[config.mk]
export PLATFORM = sky130hd
export DESIGN_NAME = spi_register_controller_flat
export DESIGN_NICKNAME = d
export VERILOG_FILES = /design/src/rtl/spi_register_controller_if.sv /design/src/rtl/spi_register_controller.sv /design/src/flat_wrapper.sv
export SDC_FILE = /design/constraint.sdc
export NUM_CORES = 1
export LEC_CHECK = 0
export CORE_MARGIN = 2
export CORE_UTILIZATION = 52
export DETAILED_ROUTE_END_ITERATION = 8
export PLACE_DENSITY = 0.85
export SLEW_MARGIN = 25
export SYNTH_ARGS = -nofsm -noshare
export SYNTH_HDL_FRONTEND = slang
export SYNTH_SLANG_ARGS = --single-unit
[constraint.sdc]
create_clock -name clk -period 6.79 [get_ports clk]
set_input_delay 1.358 -clock clk [delete_from_list [all_inputs] [get_ports clk]]
set_output_delay 1.358 -clock clk [all_outputs]
set_load 0.02 [all_outputs]
[src/rtl/spi_register_controller_if.sv]
`default_nettype none
//==============================================================================
// Module      : spi_register_controller_if
// Description : Bundles the SPI-secondary word handshake and the internal
//               register-bus handshake seen by spi_register_controller.
//
//   SPI side (from/to the SPI secondary shift engine)
//     neg_enable  chip select, active low, already synchronised to clk
//     word_ready  one-clk pulse, rx_word holds a complete received word
//     rx_word     word just received
//     tx_word     word to shift out in the next word slot
//   Register-bus side
//     reg_addr    register address
//     reg_wdata   register write data (WORD_BITS*DATA_WORDS wide)
//     reg_we      one-clk write strobe
//     reg_re      one-clk read strobe
//     reg_rdata   read data, valid while reg_ack=1
//     reg_ack     read-data-valid pulse
//   Status
//     busy        controller is not idle
//     err         sticky protocol error
//
//   Modports: slave  = the controller itself
//             master = the environment driving it (SPI engine + register file)
//
// Revision    : 1.0  initial release
//==============================================================================
interface spi_register_controller_if #(
    parameter int WORD_BITS  = 8,
    parameter int ADDR_BITS  = 6,
    parameter int DATA_WORDS = 4
);
    localparam int c_REG_BITS = WORD_BITS * DATA_WORDS;

    logic                  neg_enable;
    logic                  word_ready;
    logic [WORD_BITS-1:0]  rx_word;
    logic [WORD_BITS-1:0]  tx_word;
    logic [ADDR_BITS-1:0]  reg_addr;
    logic [c_REG_BITS-1:0] reg_wdata;
    logic                  reg_we;
    logic                  reg_re;
    logic [c_REG_BITS-1:0] reg_rdata;
    logic                  reg_ack;
    logic                  busy;
    logic                  err;

    modport slave (
        input  neg_enable,
        input  word_ready,
        input  rx_word,
        input  reg_rdata,
        input  reg_ack,
        output tx_word,
        output reg_addr,
        output reg_wdata,
        output reg_we,
        output reg_re,
        output busy,
        output err
    );

    modport master (
        output neg_enable,
        output word_ready,
        output rx_word,
        output reg_rdata,
        output reg_ack,
        input  tx_word,
        input  reg_addr,
        input  reg_wdata,
        input  reg_we,
        input  reg_re,
        input  busy,
        input  err
    );

endinterface
`default_nettype wire

[src/rtl/spi_register_controller.sv]
`default_nettype none
//==============================================================================
// Module      : spi_register_controller
// Description : Turns the word stream of an SPI secondary into register-bus
//               accesses. The first word of a frame is a command:
//                 bit[WORD_BITS-1]   1 = write, 0 = read
//                 bits[ADDR_BITS-1:0] start address
//               Writes collect DATA_WORDS words (most significant first) and
//               emit one reg_we per group, auto-incrementing the address.
//               Reads issue reg_re, wait for reg_ack, then present the read
//               data MSW first on tx_word, auto-incrementing for bursts.
//               Deasserting chip select returns to idle from any state.
//
//   Ports
//     clk   in   system clock
//     rst   in   asynchronous, active-high reset
//     bus   slave modport of spi_register_controller_if (SPI word
//           handshake, register bus, busy/err status)
//
// Revision    : 1.0  initial release
//==============================================================================
module spi_register_controller #(
    parameter int WORD_BITS  = 8,   // must be >= ADDR_BITS+1
    parameter int ADDR_BITS  = 6,
    parameter int DATA_WORDS = 4
) (
    input  wire                         clk,
    input  wire                         rst,
    spi_register_controller_if.slave    bus
);

    localparam int c_REG_BITS = WORD_BITS * DATA_WORDS;
    localparam int c_CNT_BITS = (DATA_WORDS > 1) ? $clog2(DATA_WORDS) : 1;
    localparam logic [c_CNT_BITS-1:0] c_LAST_CNT = c_CNT_BITS'(DATA_WORDS - 1);

    typedef enum logic [2:0] {
        ST_IDLE    = 3'd0,
        ST_CMD     = 3'd1,
        ST_WR_DATA = 3'd2,
        ST_RD_WAIT = 3'd3,
        ST_RD_DATA = 3'd4
    } state_t;

    state_t                  r_state;
    state_t                  w_next_state;

    logic [c_CNT_BITS-1:0]   r_cnt;
    logic [ADDR_BITS-1:0]    r_addr;
    logic [c_REG_BITS-1:0]   r_wdata;
    logic [c_REG_BITS-1:0]   r_tx_buf;
    logic                    r_we;
    logic                    r_re;
    logic                    r_err;

    // Control decoded by the next-state logic, consumed by the datapath.
    logic                    w_last;       // current word closes a group
    logic                    w_cmd_latch;  // command word accepted
    logic                    w_wr_shift;   // write data word accepted
    logic                    w_rd_shift;   // read data word consumed
    logic                    w_load_tx;    // read data captured from reg bus
    logic                    w_issue_we;   // write strobe next clk
    logic                    w_issue_re;   // read strobe next clk
    logic                    w_set_err;    // protocol error seen

    assign w_last = (r_cnt == c_LAST_CNT);

    //--------------------------------------------------------------------------
    // State register
    //--------------------------------------------------------------------------
    always_ff @(posedge clk or posedge rst) begin
        if (rst) begin
            r_state <= ST_IDLE;
        end else begin
            r_state <= w_next_state;
        end
    end

    //--------------------------------------------------------------------------
    // Next-state and control decode
    //--------------------------------------------------------------------------
    always_comb begin
        w_next_state = r_state;
        w_cmd_latch  = 1'b0;
        w_wr_shift   = 1'b0;
        w_rd_shift   = 1'b0;
        w_load_tx    = 1'b0;
        w_issue_we   = 1'b0;
        w_issue_re   = 1'b0;
        w_set_err    = 1'b0;

        if (bus.neg_enable) begin
            // Chip select released: everything pending is dropped, and a
            // word_ready arriving in the same clk is deliberately ignored.
            w_next_state = ST_IDLE;
        end else begin
            unique case (r_state)
                ST_IDLE: begin
                    w_next_state = ST_CMD;
                end

                ST_CMD: begin
                    if (bus.word_ready) begin
                        w_cmd_latch = 1'b1;
                        if (bus.rx_word[WORD_BITS-1]) begin
                            w_next_state = ST_WR_DATA;
                        end else begin
                            w_next_state = ST_RD_WAIT;
                            w_issue_re   = 1'b1;
                        end
                    end
                end

                ST_WR_DATA: begin
                    if (bus.word_ready) begin
                        w_wr_shift = 1'b1;
                        w_issue_we = w_last;
                    end
                end

                ST_RD_WAIT: begin
                    // The master clocked a word out before data was ready:
                    // flag the underrun. An ack in the same clk still wins.
                    if (bus.word_ready) begin
                        w_set_err = 1'b1;
                    end
                    if (bus.reg_ack) begin
                        w_load_tx    = 1'b1;
                        w_next_state = ST_RD_DATA;
                    end
                end

                ST_RD_DATA: begin
                    if (bus.word_ready) begin
                        w_rd_shift = 1'b1;
                        if (w_last) begin
                            w_issue_re   = 1'b1;
                            w_next_state = ST_RD_WAIT;
                        end
                    end
                end

                default: begin
                    w_next_state = ST_IDLE;
                end
            endcase
        end
    end

    //--------------------------------------------------------------------------
    // Datapath
    //--------------------------------------------------------------------------
    always_ff @(posedge clk or posedge rst) begin
        if (rst) begin
            r_cnt    <= '0;
            r_addr   <= '0;
            r_wdata  <= '0;
            r_tx_buf <= '0;
            r_we     <= 1'b0;
            r_re     <= 1'b0;
            r_err    <= 1'b0;
        end else begin
            r_we <= w_issue_we;
            r_re <= w_issue_re;

            // Word counter: restarts on every new frame, command or read fetch.
            if ((r_state == ST_IDLE) || w_cmd_latch || w_load_tx) begin
                r_cnt <= '0;
            end else if (w_wr_shift || w_rd_shift) begin
                r_cnt <= w_last ? '0 : r_cnt + c_CNT_BITS'(1);
            end

            // Address: a write advances only after its strobe cycle so the
            // register file sees the original address with reg_we; a read
            // advances together with issuing the next reg_re.
            if (w_cmd_latch) begin
                r_addr <= bus.rx_word[ADDR_BITS-1:0];
            end else if (r_we || (w_rd_shift && w_last)) begin
                r_addr <= r_addr + ADDR_BITS'(1);
            end

            if (w_wr_shift) begin
                r_wdata <= (r_wdata << WORD_BITS) | c_REG_BITS'(bus.rx_word);
            end

            if (w_load_tx) begin
                r_tx_buf <= bus.reg_rdata;
            end else if (w_rd_shift) begin
                r_tx_buf <= r_tx_buf << WORD_BITS;
            end

            // Sticky until the next command word; survives chip-select release.
            if (w_cmd_latch) begin
                r_err <= 1'b0;
            end else if (w_set_err) begin
                r_err <= 1'b1;
            end
        end
    end

    //--------------------------------------------------------------------------
    // Outputs
    //--------------------------------------------------------------------------
    // Only RD_DATA has valid read data to offer; everywhere else (including
    // an underrun in RD_WAIT) the secondary shifts out zeros.
    assign bus.tx_word   = (r_state == ST_RD_DATA) ? r_tx_buf[c_REG_BITS-1 -: WORD_BITS]
                                                   : '0;
    assign bus.reg_addr  = r_addr;
    assign bus.reg_wdata = r_wdata;
    assign bus.reg_we    = r_we;
    assign bus.reg_re    = r_re;
    assign bus.busy      = (r_state != ST_IDLE);
    assign bus.err       = r_err;

endmodule
`default_nettype wire

[src/flat_wrapper.sv]
// flat-port wrapper written by rule: the top's interface ports become plain ports
module spi_register_controller_flat 
#(
    parameter int WORD_BITS  = 8,                            
    parameter int ADDR_BITS  = 6,
    parameter int DATA_WORDS = 4
)
  (clk, rst, bus_neg_enable, bus_word_ready, bus_rx_word, bus_reg_rdata, bus_reg_ack, bus_tx_word, bus_reg_addr, bus_reg_wdata, bus_reg_we, bus_reg_re, bus_busy, bus_err);
  spi_register_controller_if #(.WORD_BITS(WORD_BITS), .ADDR_BITS(ADDR_BITS), .DATA_WORDS(DATA_WORDS)) bus_i ();
  input  wire clk;
  input  wire rst;
  input wire logic [$bits(bus_i.neg_enable)-1:0] bus_neg_enable;
  input wire logic [$bits(bus_i.word_ready)-1:0] bus_word_ready;
  input wire logic [$bits(bus_i.rx_word)-1:0] bus_rx_word;
  input wire logic [$bits(bus_i.reg_rdata)-1:0] bus_reg_rdata;
  input wire logic [$bits(bus_i.reg_ack)-1:0] bus_reg_ack;
  output wire logic [$bits(bus_i.tx_word)-1:0] bus_tx_word;
  output wire logic [$bits(bus_i.reg_addr)-1:0] bus_reg_addr;
  output wire logic [$bits(bus_i.reg_wdata)-1:0] bus_reg_wdata;
  output wire logic [$bits(bus_i.reg_we)-1:0] bus_reg_we;
  output wire logic [$bits(bus_i.reg_re)-1:0] bus_reg_re;
  output wire logic [$bits(bus_i.busy)-1:0] bus_busy;
  output wire logic [$bits(bus_i.err)-1:0] bus_err;
  assign bus_i.neg_enable = bus_neg_enable;
  assign bus_i.word_ready = bus_word_ready;
  assign bus_i.rx_word = bus_rx_word;
  assign bus_i.reg_rdata = bus_reg_rdata;
  assign bus_i.reg_ack = bus_reg_ack;
  assign bus_tx_word = bus_i.tx_word;
  assign bus_reg_addr = bus_i.reg_addr;
  assign bus_reg_wdata = bus_i.reg_wdata;
  assign bus_reg_we = bus_i.reg_we;
  assign bus_reg_re = bus_i.reg_re;
  assign bus_busy = bus_i.busy;
  assign bus_err = bus_i.err;
  spi_register_controller #(.WORD_BITS(WORD_BITS), .ADDR_BITS(ADDR_BITS), .DATA_WORDS(DATA_WORDS)) u_core (.clk(clk), .rst(rst), .bus(bus_i));
endmodule
==> metrics.cfg <==
[sta]
worst_slack_ns = 3.036
period_share = 0.5529
grt_setup_unrepaired = false
skew_ns = 0.01347
setup_viol = 0
fin_crit_ns = 3.754
final_hold_viol_count = 0
tns_ns = 0
slew_headroom = 0.3751
max_clock_freq_ghz = 0.2664
finalMaxSlewViolations = 0
hold_ws_ns = 0.4899
worst_pin_slew_ns = 0.9373

[synth]
syn_area_um2 = 3561
async_reset_ff_frac = 1.000
synth_edf_count = 0
synth_area_leaders = dfrtp_1, mux2_2, nand2_1
yosysWarnings = 0
syn-num-nets = 356
avgSynthCellArea_um2 = 11.52
yosys.area.top_type_share = 0.5481
ys_seq_elements = 78
yosysMostFrequentCell = dfrtp_1
yosysSeqAreaShare = 0.5481
synthCells = 309
synth.largest_area_cell = dfrtp_1
synth_cell_types = 40
synth_commonest_cells = dfrtp_1, nand2_1, mux2_2, nor2_1, a31oi_1
ys.flop_type = dfrtp_1

[clock_tree]
cts_hold_buf = 0
cts_setup_buffers = 0
cts_buffer_depth = 2
cts_sinks = 78
htreeDepth = 3
cts_made_buffers = 9
clk_latency_ns = 0.35
post_cts_resized = 0
clk_pin_slew_worst_paths_ns = 0.08
cts_tree = done
root_buffer = clkbuf_8

[die]
rows = 30
core_region_area_um2 = 6719
start_util = 0.5300
dieArea_um2 = 7526
fp.dieH_um = 86.75
die_w_um = 86.75
boundaryPins = 95

[drt]
drc_errors = 0
ant_nets = 0
drtPass1Iterations = 4
vias_per_cell = 5.475
totalWireLength_um = 7926
drtIter0Drc = 133
vias = 2628
wire_per_inst_um = 16.51

[layout]
area_growth_syn_to_layout_pct = 32.01
final_cell_count_no_fill = 480
antenna_cells = 0
design_area_um2 = 4701
nets = 443
drive_above_1_share = 0.1400

[hold_path]
hold_path_class = register to register

[global_route]
antenna_found_initial = 0
grt_pass1_vias = 2685
grt_pass1_wl_um = 12890
grt-ovfl-total = 0
grt.total_usage = 0.2214
grt_max_degree = 79

[place]
place_hpwl_um = 5427
dp_cells = 465
routabilityCongestion = 0.8335
dp_slack_ns = 2.991
io_buffers = 94
place_area_um2 = 4456

[worst_setup_path]
required_ns = 5.43
cp-end-kind = output pin
critPathKind = register to output pin
critPathMaxFanout = 11
worst_ep_arrival_time_ns = 2.40
worstSetupStartpointType = register

[status]
status = complete, no violations

[power_and_ir_drop]
power_density_nw_per_um2 = 380.2
cellLeakagePower_nw = 2.129
ir_drop_uv = 214.2

[flow_run]
drv_cap = 0

==> critical path, stage by stage (launching register included) <==
cell	delay (ns)
dfrtp_1	0.50
nor3b_1	0.72
and2_1	0.23
clkdlybuf4s50_1	0.60
==> power breakdown <==
group / switching, W / internal (W) / total (W) / leakage, nW
logic: 0.000288 / 0.000323 / 0.000611 / 0.995
registers: 0.000130 / 0.000633 / 0.000763 / 1.02
clock network: 0.000161 / 0.000252 / 0.000413 / 0.119
==> stage by stage <==
step | total power (W) | util
2_1_floorplan | 0.001103 | -
3_3_place_gp | 0.001349 | 0.6631
3_5_place_dp | 0.001381 | 0.6631
4_1_cts | 0.001799 | 0.6983
5_1_grt | 0.001889 | 0.6996
6_report | 0.001787 | 0.6996
==> placed cells by master (no fill, tap or decap), drive strengths merged, types with 4 or more instances in the layout <==
cell type      synthesis  final
and2                  13     13
nand2                 41     41
dfrtp                 78     78
a31oi                 20     20
mux2                  33     33
clkbuf                 3     11
a21oi                  6      6
a21o                   8      8
o21ai                  8      8
a22o                  16     16
nor2                  25     25
mux2i                  4      4
clkdlybuf4s50          0     94
==> logic make-up after synthesis <==
logic type | share of synthesized area
multiplexers | 0.1156
XOR/XNOR | 0.004920
flip-flops | 0.5481
AO/OA/AOI/OAI | 0.1332
buffers and inverters | 0.05095
adder cells (fa/ha/maj) | 0.007026
AND/OR/NAND/NOR | 0.1402
==> registers in the layout (all words and copies together) (netlist names) <==
| signal | count |
|---|---|
| u_core.bus.err | 1 |
| u_core.bus.reg_addr | 6 |
| u_core.bus.reg_re | 1 |
| u_core.bus.reg_wdata | 32 |
| u_core.bus.reg_we | 1 |
| u_core.r_cnt | 2 |
| u_core.r_state | 3 |
| u_core.r_tx_buf | 32 |
==> area by class of cell <==
class / count / area, um^2
Sequential cell: 78 / 1952
Timing Repair Buffer: 96 / 959.7
Inverter: 3 / 11.26
Fill cell: 496 / 2018
Multi-Input combinational cell: 208 / 1441
Clock buffer: 11 / 141.4
Clock inverter: 4 / 95.09
Tap cell: 80 / 100.1
==> path summary, 6_finish.rpt <==
kind	startpoint	end	slack (ns)	depth (start not counted)
min in group asynchronous	rst	u_core.bus.reg_wdata[31]$_DFFE_PP0P_	1.51	3
min	u_core.r_tx_buf[20]$_DFFE_PP0P_	u_core.r_tx_buf[20]$_DFFE_PP0P_	0.49	1
max reg2reg	u_core.r_state[0]$_DFFE_PP0P_	u_core.r_tx_buf[8]$_DFFE_PP0P_	4.31	4
max in group asynchronous	rst	u_core.bus.reg_wdata[22]$_DFFE_PP0P_	4.81	3
max	u_core.r_state[1]$_DFFE_PP0P_	bus_tx_word[7]	3.04	3
min reg2reg	u_core.r_tx_buf[20]$_DFFE_PP0P_	u_core.r_tx_buf[20]$_DFFE_PP0P_	0.49	1
==> metal layers <==
metal / vias up / wire length [um] / GRT usage
li1: 1264 / - / -
met1: 1293 / 3469 / 0.2946
met2: 60 / 4075 / 0.3643
met3: 11 / 267 / 0.03524
met4: 0 / 114 / 0.08807
met5: - / 0 / 0
No activity file was read; power rests on OpenSTA's default activity.
